File: src/rtl/rst_seq_pkg.sv
// Shared definitions for the reset sequencer: state encoding and the
// domain-index width helper.
package rst_seq_pkg;

  // State encoding, kept as plain constants so legacy code can compare
  // against them directly.
  localparam logic [2:0] S_RST         = 3'd0;
  localparam logic [2:0] S_WAIT_LOCK   = 3'd1;
  localparam logic [2:0] S_HOLD        = 3'd2;
  localparam logic [2:0] S_DONE        = 3'd3;
  localparam logic [2:0] S_SOFT_ASSERT = 3'd4;
  localparam logic [2:0] S_SOFT_WAIT   = 3'd5;

  // Named view of the same encoding, for casting the state in waveforms.
  typedef enum logic [2:0] {
    ST_RST         = S_RST,
    ST_WAIT_LOCK   = S_WAIT_LOCK,
    ST_HOLD        = S_HOLD,
    ST_DONE        = S_DONE,
    ST_SOFT_ASSERT = S_SOFT_ASSERT,
    ST_SOFT_WAIT   = S_SOFT_WAIT
  } state_e;

  // Width of a counter that indexes n domains; never narrower than 1 bit.
  function automatic int idx_width(input int n);
    return (n < 2) ? 1 : $clog2(n);
  endfunction

endpackage

File: src/rtl/sync_chain.sv
// Single-bit multi-flop synchroniser with asynchronous clear.
// Used both as the reset synchroniser (d_i tied high) and as the lock
// data synchroniser.
module sync_chain
  import rst_seq_pkg::*;
#(
  parameter int STAGES = 2
) (
  input  logic clk,
  input  logic rst_n,
  input  logic d_i,
  output logic q_o
);

  logic [STAGES-1:0] sync_q;

  // Shift the input through STAGES flops; clear the whole chain on rst_n.
  // NOTE: the reset is asynchronous so the chain output drops the moment
  // rst_n falls, without waiting for a clock edge.
  always_ff @(posedge clk or negedge rst_n) begin
    if (!rst_n) begin
      sync_q <= '0;
    end else begin
      // NOTE: non-blocking so every stage samples its predecessor's old value.
      sync_q <= {sync_q[STAGES-2:0], d_i};
    end
  end

  assign q_o = sync_q[STAGES-1];

endmodule

File: src/rtl/reset_sequencer.sv
// Central reset controller: synchronises the board reset and the clock
// lock, releases NUM_DOM domain resets one at a time HOLD_CYC cycles apart,
// and runs a four-phase soft-reset handshake.
// Optional build macro RST_SEQ_TIMEOUT_EN adds a sticky lock-wait timeout
// flag; without it timeout_o is tied low.
module reset_sequencer
  import rst_seq_pkg::*;
#(
  parameter int NUM_DOM     = 3,
  parameter int SYNC_STAGES = 2,
  parameter int HOLD_CYC    = 16,
  parameter int CNT_W       = 8,
  parameter int TIMEOUT_CYC = 255
) (
  input  logic               clk,
  input  logic               rst_n,
  input  logic               lock_i,
  input  logic               soft_rst_req_i,
  output logic               soft_rst_ack_o,
  output logic [NUM_DOM-1:0] dom_rst_n_o,
  output logic               seq_done_o,
  output logic               busy_o,
  output logic               timeout_o
);

  localparam int                IDX_W     = idx_width(NUM_DOM);
  localparam logic [CNT_W-1:0]  HOLD_LAST = CNT_W'(HOLD_CYC - 1);
  localparam logic [IDX_W-1:0]  IDX_LAST  = IDX_W'(NUM_DOM - 1);

  logic               rst_sync_n;
  logic               lock_s;

  logic [2:0]         state_q, state_d;
  logic [CNT_W-1:0]   cnt_q, cnt_d;
  logic [IDX_W-1:0]   idx_q, idx_d;
  logic [NUM_DOM-1:0] dom_q, dom_d;
  logic               done_q, done_d;
  logic               ack_q, ack_d;

  sync_chain #(.STAGES(SYNC_STAGES)) u_rst_sync (
    .clk   (clk),
    .rst_n (rst_n),
    .d_i   (1'b1),
    .q_o   (rst_sync_n)
  );

  sync_chain #(.STAGES(SYNC_STAGES)) u_lock_sync (
    .clk   (clk),
    .rst_n (rst_n),
    .d_i   (lock_i),
    .q_o   (lock_s)
  );

  // Next-state logic: lock loss outranks everything once out of RST.
  always_comb begin
    // NOTE: every target gets a default first so no path infers a latch.
    state_d = state_q;
    cnt_d   = cnt_q;
    idx_d   = idx_q;
    dom_d   = dom_q;
    done_d  = done_q;
    ack_d   = ack_q;

    if (state_q != S_RST && state_q != S_WAIT_LOCK && !lock_s) begin
      // Lost lock: pull every domain back into reset and wait to relock.
      state_d = S_WAIT_LOCK;
      cnt_d   = '0;
      idx_d   = '0;
      dom_d   = '0;
      done_d  = 1'b0;
      ack_d   = 1'b0;
    end else begin
      case (state_q)
        S_RST: begin
          if (rst_sync_n) state_d = S_WAIT_LOCK;
        end
        S_WAIT_LOCK: begin
          if (lock_s) begin
            state_d = S_HOLD;
            cnt_d   = '0;
            idx_d   = '0;
          end
        end
        S_HOLD: begin
          if (cnt_q == HOLD_LAST) begin
            dom_d[idx_q] = 1'b1;
            cnt_d        = '0;
            idx_d        = idx_q + 1'b1;
            if (idx_q == IDX_LAST) begin
              done_d  = 1'b1;
              state_d = S_DONE;
            end
          end else begin
            cnt_d = cnt_q + 1'b1;
          end
        end
        S_DONE: begin
          if (soft_rst_req_i) begin
            state_d = S_SOFT_ASSERT;
            cnt_d   = '0;
            dom_d   = '0;
            done_d  = 1'b0;
          end
        end
        S_SOFT_ASSERT: begin
          // Keep domains in reset for HOLD_CYC cycles before acknowledging.
          if (cnt_q == HOLD_LAST) begin
            ack_d   = 1'b1;
            cnt_d   = '0;
            state_d = S_SOFT_WAIT;
          end else begin
            cnt_d = cnt_q + 1'b1;
          end
        end
        S_SOFT_WAIT: begin
          if (!soft_rst_req_i) begin
            ack_d   = 1'b0;
            state_d = S_HOLD;
            cnt_d   = '0;
            idx_d   = '0;
          end
        end
        default: state_d = S_RST;
      endcase
    end
  end

  // Sequencer registers, all cleared asynchronously by the board reset.
  always_ff @(posedge clk or negedge rst_n) begin
    if (!rst_n) begin
      state_q <= S_RST;
      cnt_q   <= '0;
      idx_q   <= '0;
      dom_q   <= '0;
      done_q  <= 1'b0;
      ack_q   <= 1'b0;
    end else begin
      state_q <= state_d;
      cnt_q   <= cnt_d;
      idx_q   <= idx_d;
      dom_q   <= dom_d;
      done_q  <= done_d;
      ack_q   <= ack_d;
    end
  end

  assign dom_rst_n_o    = dom_q;
  assign seq_done_o     = done_q;
  assign soft_rst_ack_o = ack_q;
  assign busy_o         = (state_q != S_DONE);

`ifdef RST_SEQ_TIMEOUT_EN
  logic [CNT_W-1:0] tmo_cnt_q, tmo_cnt_d;
  logic             tmo_q, tmo_d;

  // Count cycles spent waiting for lock; the flag sticks until rst_n.
  always_comb begin
    tmo_cnt_d = '0;
    tmo_d     = tmo_q;
    if (state_q == S_WAIT_LOCK && state_d == S_WAIT_LOCK) begin
      tmo_cnt_d = (tmo_cnt_q == CNT_W'(TIMEOUT_CYC)) ? tmo_cnt_q : tmo_cnt_q + 1'b1;
      if (tmo_cnt_d == CNT_W'(TIMEOUT_CYC)) tmo_d = 1'b1;
    end
  end

  // Timeout counter and sticky flag registers.
  always_ff @(posedge clk or negedge rst_n) begin
    if (!rst_n) begin
      tmo_cnt_q <= '0;
      tmo_q     <= 1'b0;
    end else begin
      tmo_cnt_q <= tmo_cnt_d;
      tmo_q     <= tmo_d;
    end
  end

  assign timeout_o = tmo_q;
`else
  // Timeout limit is meaningless without the counter; keep it referenced.
  logic unused_timeout_cfg;
  assign unused_timeout_cfg = ^CNT_W'(TIMEOUT_CYC);
  assign timeout_o          = 1'b0;
`endif

endmodule

File: config.mk
export PLATFORM = sky130hd
export DESIGN_NAME = reset_sequencer
export DESIGN_NICKNAME = d
export VERILOG_FILES = /design/src/rtl/rst_seq_pkg.sv /design/src/rtl/sync_chain.sv /design/src/rtl/reset_sequencer.sv
export SDC_FILE = /design/constraint.sdc
export NUM_CORES = 1
export LEC_CHECK = 0
export ABC_AREA = 1
export BUFFER_PORTS_ARGS = -buffer_cell sky130_fd_sc_hd__buf_2
export CORE_ASPECT_RATIO = 0.7
export CORE_MARGIN = 5
export CORE_UTILIZATION = 45
export CTS_CLUSTER_DIAMETER = 50
export DETAILED_ROUTE_END_ITERATION = 6
export PLACE_DENSITY = 0.75
export SLEW_MARGIN = 40
export SYNTH_ARGS = -nofsm -noshare
export SYNTH_HDL_FRONTEND = slang
export SYNTH_SLANG_ARGS = --single-unit
File: constraint.sdc
create_clock -name clk -period 1.4 [get_ports clk]
set_input_delay 0.07 -clock clk [delete_from_list [all_inputs] [get_ports clk]]
set_output_delay 0.07 -clock clk [all_outputs]
set_load 0.01 [all_outputs]
==> impl_metrics.toml, run 1 <==
[status]
status = "finished clean"

[placed_design]
post-place-ws_ns = -0.0363
gp_congestion = 0.892
io_buffers = 9
dpl.hpwl_um = 2480

[sta]
fin_skew_ns = 0.00395
min_period_over_period_pct = 98.4
fmax_mhz = 726
setup_viol = 0
fin_ws_ns = 0.0224
min_period_ns = 1.38
relSlewSlack_pct = 66.5
slew_viol_final = 0
hold_viol = 0
worst_pin_slew_ns = 0.503
rsz0062_at_grt = "true"
timing.hold.ws_ns = 0.292

[finish]
multi_input_area_um2 = 845
finalCoreUtilization_pct = 59.0
layout.nets = 236
area_growth_pct = 26.1
layout-drive-gt1-share_pct = 33.5
fillers = 286
antennaDiodeCount = 0
final-seq-area_um2 = 556

[drt]
drtIter0Drc = 79
highest_layer = "met4"
drt_pass1_iterations = 4
wl_per_cell_um = 12.5
vias_per_cell = 4.97
drc_errors = 0
totalWireLength_um = 3320
ant_nets = 0
dr_wl_met3_um = 164
wl_met2_um = 1430
wl_met1_um = 1690
num_vias = 1317

[clocking]
htree_levels = 1
cts_buffers = 3
clk_latency_ns = 0.27
path_clk_slew_ns = 0.08
cts_num_sinks = 22
cts_tree = "yes"
cts_root_buffer = "clkbuf_8"
clock_path_buffers = 2

[pwr]
power_density_mw_per_mm2 = 1850
leakage_nw = 0.981
ir_drop_mv = 0.886

[grt]
antenna_found_initial = 0
first_global_vias = 1192
grt.total_usage_pct = 15.6
grt_pass1_wl_um = 5530
grt_max_degree = 23
gr-total-overflow = 0

[die]
rows = 17
dieHeight_um = 58.0
fp.coreArea_mm2 = 0.00317
die-width_um = 78.6
die-area_mm2 = 0.00456
start_util_pct = 46.8
pin_count = 11

[logic_synthesis]
yosysUniqueCellTypes = 27
synth_most_common_cell = "nand2_1"
synth_cells = 192
yosys_warnings = 0
ys_seq_elements = 22
netlist.area_leader.share_pct = 37.1
async_flop_share_pct = 100
syn_nets = 200
syn_avg_cell_area_um2 = 7.72
synth_edf_count = 0
netlist.top_cell.by_area = "dfrtp_1"
netlist_top_cells_count = "nand2_1, dfrtp_1, inv_1"
syn_area_mm2 = 0.00148
seq_area_frac_synth_pct = 37.1
synth.area.top_cells = "dfrtp_1, nand2_1, nor2_4, inv_1, nand3_1"
synth_ff_type = "dfrtp_1"

[worst_setup_path]
startpoint = "state_q[2]$_DFFE_PN0P_"
worstPathMaxFanout = 6
start_kind = "flip-flop"
arrival_ns = 1.55
cp-end-kind = "flip-flop"
required_ns = 1.57
crit_type = "reg2reg"
worstReg2RegStart = "state_q[2]$_DFFE_PN0P_"

[worst_hold_path]
hp-class = "in2async"

[job]
maxCapViolCount = 0
==> cells by family (layout without fill, tap and decap cells) <==
group / count (synthesis) / count (layout) / synth area share [%]
buf+inv: 28 / 63 / 8.94
fa+ha+maj: 4 / 4 / 3.38
other cells: 2 / 2 / 0.507
xor+xnor: 2 / 2 / 1.18
simple gates: 117 / 117 / 42.1
flops: 22 / 22 / 37.1
compound gates: 17 / 17 / 6.75
==> per-layer routing <==
layer | vias up | track usage [%]
met4 | 0 | 4.74
met2 | 27 | 23.2
li1 | 686 | -
met3 | 4 | 4.66
met1 | 600 | 21.9
met5 | - | 0
==> critical path: stages, from the launching register on <==
cell     delay [ns]
dfrtp_2        0.48
nor2_4         0.21
nand2_4        0.09
nand3_4        0.11
nand2_2        0.07
nor2_4         0.15
inv_2          0.06
nand2_1        0.05
nand2_1        0.04
==> cell type report <==
cell class,count,share of cell area [%]
clock buffer,3,2.21
clock inverter,1,1.61
inverter,22,4.42
multi-input combinational,142,45.2
sequential,22,29.7
tap,38,2.54
timing repair buffer,37,14.3
==> worst paths after layout <==
kind	end	slack, ns	depth (start not counted)
setup reg to reg	dom_rst_n_o[0]$_DFFE_PN0P_	0.02	8
setup / recovery	dom_rst_n_o[0]$_DFFE_PN0P_	0.02	8
hold reg to reg	u_rst_sync.sync_q[1]$_DFF_PN0_	0.35	0
hold / removal	dom_rst_n_o[2]$_DFFE_PN0P_	0.29	2
max in group asynchronous	state_q[2]$_DFFE_PN0P_	0.74	2
min in group clk	state_q[2]$_DFFE_PN0P_	0.29	5
==> state kept, by name (all words and copies together), names as in the netlist <==
name                cells
idx_q                   2
seq_done_o              1
dom_rst_n_o             3
cnt_q                   8
u_rst_sync.sync_q       2
soft_rst_ack_o          1
state_q                 3
u_lock_sync.sync_q      2
==> per-stage QoR <==
step / cell area [um^2] / power (mW) / TNS, ns / std cells
3_3_place_gp: 1710 / 2.68 / -0.0445 / 257
6_report: 1870 / 3.46 / 0 / 265
3_5_place_dp: 1710 / 2.71 / -0.165 / 257
4_1_cts: 1800 / 3.35 / -0.000176 / 263
5_1_grt: 1870 / 3.73 / -0.691 / 265
2_1_floorplan: 1480 / 2.14 / 0 / 192
==> placed cells by master (no fill, tap or decap), types with 4 or more instances in the layout <==
master,n
inv_1,20
nor2_1,17
dfrtp_1,18
nand4_1,9
dfrtp_2,4
nand3_1,14
o21ai_2,4
nor2_4,9
buf_2,9
nor2_2,7
nand2_1,49
o21ai_0,8
buf_4,24
nand3_4,4
==> power breakdown <==
part	internal, mW	leakage, nW	switching (mW)
combinational	0.765	0.665	1.14
sequential	0.785	0.280	0.163
clock	0.383	0.0357	0.226
==> timing repair <==
item                                    in CTS  in global routing
buffers inserted                             0                  2
resized for setup                            4                 13
pin swaps                                    2                  5
endpoints found under the setup margin      16                 16
hold buffers                                 2                  0
hold endpoints to repair                    23                  0
cloned                                       0                  0
Power figures use the tool's default switching activity.
==> run 2, diff against run 1 <==
--- a/config.mk
+++ b/config.mk
@@ -6,13 +6,13 @@
 export NUM_CORES = 1
 export LEC_CHECK = 0
 export ABC_AREA = 1
-export BUFFER_PORTS_ARGS = -buffer_cell sky130_fd_sc_hd__buf_2
-export CORE_ASPECT_RATIO = 0.7
+export CORE_ASPECT_RATIO = 0.8
 export CORE_MARGIN = 5
 export CORE_UTILIZATION = 45
 export CTS_CLUSTER_DIAMETER = 50
 export DETAILED_ROUTE_END_ITERATION = 6
-export PLACE_DENSITY = 0.75
+export DONT_BUFFER_PORTS = 1
+export PLACE_DENSITY = 0.7
 export SLEW_MARGIN = 40
 export SYNTH_ARGS = -nofsm -noshare
 export SYNTH_HDL_FRONTEND = slang
==> constraint.sdc (replaced) <==
create_clock -name clk -period 1.45 [get_ports clk]
set_input_delay 0.0725 -clock clk [delete_from_list [all_inputs] [get_ports clk]]
set_output_delay 0.0725 -clock clk [all_outputs]
set_load 0.01 [all_outputs]
==> run 2 against run 1 <==
Against the previous run: combinational power fell by 16%; hold slack got worse by 0.18 ns; first-iteration DRC count rose by 29%; core utilization fell by 3.4 points; routed wire length fell by 7.8%; worst setup slack improved by 0.012 ns; register-to-register slack barely moved; sequential share of layout area rose by 2.2 points; sequential power rose by 2.6%; critical endpoint is now cnt_q[3]$_DFFE_PN0P_.
==> impl_metrics.toml, run 2 (synthesis results as in run 1) <==
[status]
status = "finished clean"

[grt]
gr-total-overflow = 0
grt.total_usage_pct = 15.4
grt_pass1_wl_um = 5400
antenna_found_initial = 0
grt_max_degree = 23
first_global_vias = 1158

[clocking]
clock_path_buffers = 2
path_clk_slew_ns = 0.08
cts_buffers = 3
cts_root_buffer = "clkbuf_8"
clk_latency_ns = 0.27
cts_num_sinks = 22
cts_tree = "yes"
htree_levels = 1

[worst_setup_path]
crit_slowest_cell = "dfrtp_2"
worstPathMaxFanout = 8
required_ns = 1.65
arrival_ns = 1.61
cp-end-kind = "flip-flop"
path_cells = "o21ai_2 -> nand3_2 -> nor2_4 -> nor2_4 -> o21ai_2"
crit_type = "reg2reg"
start_kind = "flip-flop"
max_stage_delay_ns = 0.50

[finish]
antennaDiodeCount = 0
layout-drive-gt1-share_pct = 28.1
design_area_mm2 = 0.00174
multi_input_area_um2 = 827
final-seq-area_um2 = 556
largest_register_ffs = 8
top_register = "cnt_q"
layout.nets = 219
layout_commonest_cell = "nand2_1"
fillers = 285
area_growth_pct = 17.3
layout_common_cells = "nand2_1, inv_1, dfrtp_1"

[worst_hold_path]
hp-class = "in2reg"

[pwr]
ir_drop_mv = 0.772
leakage_nw = 0.902
power_density_mw_per_mm2 = 1810

[placed_design]
dpl.hpwl_um = 2270
post-place-ws_ns = -0.00409
place_area_mm2 = 0.00158
gp_congestion = 0.915
io_buffers = 0

[sta]
fmax_mhz = 706
fin_skew_ns = 0.00430
min_period_ns = 1.42
fin_ws_ns = 0.0343
min_period_over_period_pct = 97.6
rsz0062_at_grt = "true"
hold_viol = 0
timing.hold.ws_ns = 0.113
setup_viol = 0
slew_viol_final = 0

[die]
fp.coreArea_mm2 = 0.00313
pin_count = 11
rows = 18
start_util_pct = 47.4
die-width_um = 74.2
dieHeight_um = 61.3
die-area_mm2 = 0.00455

[drt]
wl_per_cell_um = 12.3
num_vias = 1252
drtIter0Drc = 102
drc_errors = 0
vias_per_cell = 5.01
drt_pass1_iterations = 4
totalWireLength_um = 3060
ant_nets = 0

[job]
maxCapViolCount = 0
[run 2: changes by cell type in the layout (fill, tap and decap cells not counted), sizes merged]
cell  change
buf      -17
[run 2: final cells by class]
cell class                 count  share of cell area [%]
multi-input combinational    142                    47.6
sequential                    22                    31.9
timing repair buffer          20                    8.78
inverter                      22                    4.75
tap                           40                    2.88
clock buffer                   3                    2.37
clock inverter                 1                    1.73
[run 2: per-layer routing]
metal  global-route usage [%]  routed length [um]
met1                     21.3                1590
met2                     24.6                1310
met3                     4.08                 143
met4                     3.10                  27
met5                        0                   0
[run 2: power by group]
part	switching, mW	leakage, nW	internal [mW]	total, mW
Combinational	0.979	0.586	0.621	1.60
Sequential	0.216	0.280	0.758	0.974
Clock	0.207	0.0357	0.369	0.576
Total	1.40	0.902	1.75	3.15
[run 2: repair_timing]
action	in CTS	in global routing
hold endpoints to repair	23	22
pin swaps	0	3
endpoints found under the setup margin	3	18
resized for setup	2	11
gates cloned	0	0
hold buffers	2	1
buffers inserted	0	4
[run 2: through the flow]
step	util (%)	instances	setup TNS [ns]	total power [mW]
2_1_floorplan	-	192	0	2.07
3_3_place_gp	50.5	239	0	2.44
3_5_place_dp	50.5	239	-0.00409	2.45
4_1_cts	53.5	245	0	3.07
5_1_grt	55.6	250	-0.224	3.39
6_report	55.6	250	0	3.15
[run 2: worst paths after layout]
path / from / to / slack, ns / cells after the start
setup / recovery: state_q[2]$_DFFE_PN0P_ / cnt_q[3]$_DFFE_PN0P_ / 0.03 / 5
hold / removal: soft_rst_req_i / idx_q[1]$_DFFE_PN0P_ / 0.11 / 3
setup reg to reg: state_q[2]$_DFFE_PN0P_ / cnt_q[3]$_DFFE_PN0P_ / 0.03 / 5
hold reg to reg: u_rst_sync.sync_q[0]$_DFF_PN0_ / u_rst_sync.sync_q[1]$_DFF_PN0_ / 0.35 / 0
max in group asynchronous: rst_n / state_q[0]$_DFFE_PN0P_ / 0.79 / 2
min in group asynchronous: rst_n / u_rst_sync.sync_q[0]$_DFF_PN0_ / 0.30 / 2
[run 2: critical path, delay by kind of cell (launching register included)]
family          cells  cell delay [ns]
flops               1             0.50
compound gates      2             0.39
simple gates        3             0.46
==> run 3, diff against run 2 <==
--- a/config.mk
+++ b/config.mk
@@ -8,11 +8,11 @@
 export ABC_AREA = 1
 export CORE_ASPECT_RATIO = 0.8
 export CORE_MARGIN = 5
-export CORE_UTILIZATION = 45
+export CORE_UTILIZATION = 35
 export CTS_CLUSTER_DIAMETER = 50
 export DETAILED_ROUTE_END_ITERATION = 6
 export DONT_BUFFER_PORTS = 1
-export PLACE_DENSITY = 0.7
+export PLACE_DENSITY = 0.59
 export SLEW_MARGIN = 40
 export SYNTH_ARGS = -nofsm -noshare
 export SYNTH_HDL_FRONTEND = slang
==> run 3 against run 2 <==
Against the previous run: sequential share of layout area down 1.6 points; fmax down 0.63%; critical path type unchanged; largest cell class unchanged; cell area grew 4.9%; final cell count is 8.0% higher; combinational power about the same; non-clock buffer count increased by 3; critical path depth is 3 higher; clock-buffer cell count did not move; clock power is essentially flat.
==> impl_metrics.toml, run 3 (synthesis results as in run 1) <==
[status]
status = "finished clean"

[placed_design]
gp_congestion = 0.871
io_buffers = 0
dpl.hpwl_um = 2400
place_area_mm2 = 0.00164

[die]
fp.coreArea_mm2 = 0.00415
dieHeight_um = 68.2
rows = 21
die-width_um = 82.8
pin_count = 11
start_util_pct = 35.7
die-area_mm2 = 0.00565

[worst_setup_path]
path_delay_family = "simple AND/OR/NAND/NOR gates"
required_ns = 1.61
start_kind = "flip-flop"
crit_top_cell = "nand2_1"
path_cells = "inv_2 -> nor2_1 -> o21ai_0 -> nand2_1 -> nor2_4 -> nand2_1 -> nand2_1 -> nand2_1"
crit_type = "reg2reg"
crit_buf_inv = 1
crit_slowest_cell = "dfrtp_2"
cp-end-kind = "flip-flop"
worstPathMaxFanout = 7
max_stage_delay_ns = 0.49
arrival_ns = 1.58

[grt]
grt_pass1_wl_um = 5490
antenna_found_initial = 0
grt_max_degree = 23
grt.total_usage_pct = 12.8
gr-total-overflow = 0
first_global_vias = 1182

[sta]
min_period_ns = 1.42
min_period_over_period_pct = 98.2
worst_pin_slew_ns = 0.516
setup_viol = 0
timing.hold.ws_ns = 0.152
relSlewSlack_pct = 65.6
slew_viol_final = 0
fmax_mhz = 702
rsz0062_at_grt = "true"
fin_skew_ns = 0.00700
hold_viol = 0

[finish]
layout_commonest_cell = "nand2_1"
finalCoreUtilization_pct = 43.9
design_area_mm2 = 0.00182
layout-drive-gt1-share_pct = 29.6
top_register = "cnt_q"
layout.nets = 222
area_growth_pct = 23.0
largest_register_ffs = 8
layout_common_cells = "nand2_1, inv_1, buf_4"
antennaDiodeCount = 0

[clocking]
clk_latency_ns = 0.27
htree_levels = 1
cts_root_buffer = "clkbuf_8"
cts_num_sinks = 22
cts_buffers = 3
clock_path_buffers = 2
cts_tree = "yes"
path_clk_slew_ns = 0.08

[pwr]
power_density_mw_per_mm2 = 1730
ir_drop_mv = 0.675
leakage_nw = 0.927

[drt]
ant_nets = 0
vias_per_cell = 4.72
wl_per_cell_um = 11.8
drt_pass1_iterations = 4
drtIter0Drc = 50
num_vias = 1275
totalWireLength_um = 3180
drc_errors = 0

[worst_hold_path]
hp-class = "in2reg"

[job]
maxCapViolCount = 0
[run 3: changes by cell type in the layout (fill, tap and decap cells not counted), sizes merged]
cell,before,now
buf,18,21
[run 3: metrics by stage]
step | setup slack, ns | cells | setup TNS (ns) | total power, mW
after CTS | 0.0114 | 267 | 0 | 3.09
after global placement | -0.0331 | 261 | -0.0433 | 2.47
after floorplan | 0.0676 | 192 | 0 | 2.07
final | 0.0254 | 270 | 0 | 3.16
after detailed placement | -0.0443 | 261 | -0.0501 | 2.46
after global routing | -0.0618 | 270 | -0.153 | 3.45
[run 3: power by group]
group | total, mW | switching [mW] | internal (mW)
registers | 0.980 | 0.222 | 0.758
clock network | 0.576 | 0.207 | 0.369
logic | 1.60 | 0.967 | 0.632
[run 3: layer usage]
layer	GRT usage [%]	routed length (um)
met2	18.8	1470
met3	3.55	128
met4	2.65	24
met5	0	0
met1	18.7	1560
[run 3: final timing paths]
check | start | endpoint | slack, ns | cells past startpoint
max in group asynchronous | rst_n | state_q[1]$_DFFE_PN0P_ | 0.76 | 2
setup reg to reg | state_q[0]$_DFFE_PN0P_ | state_q[1]$_DFFE_PN0P_ | 0.03 | 8
setup / recovery | state_q[0]$_DFFE_PN0P_ | state_q[1]$_DFFE_PN0P_ | 0.03 | 8
min in group asynchronous | rst_n | u_lock_sync.sync_q[0]$_DFF_PN0_ | 0.30 | 2
hold reg to reg | u_lock_sync.sync_q[0]$_DFF_PN0_ | u_lock_sync.sync_q[1]$_DFF_PN0_ | 0.36 | 0
hold / removal | soft_rst_req_i | state_q[2]$_DFFE_PN0P_ | 0.15 | 4
[run 3: layout make-up]
| type | instances | area, um^2 |
|---|---|---|
| fillers | 434 | 2330 |
| inverters | 22 | 82.6 |
| clock buffers | 3 | 41.3 |
| flip-flops and latches | 22 | 554 |
| clock inverters | 1 | 30.0 |
| well taps | 57 | 71.3 |
| multi-input cells | 142 | 870 |
| repair buffers | 23 | 175 |
[run 3: worst min-delay path, delay by kind of cell]
family,cells,cell delay [ns]
and+or+nand+nor,3,0.25
buffers and inverters,1,0.07
[run 3: what timing repair did]
action,4_1_cts,5_1_grt
buffers inserted,0,2
endpoints found under the setup margin,3,18
hold buffers,2,1
endpoints found under the hold margin,23,22
pin swaps,1,6
gates resized for setup,2,15
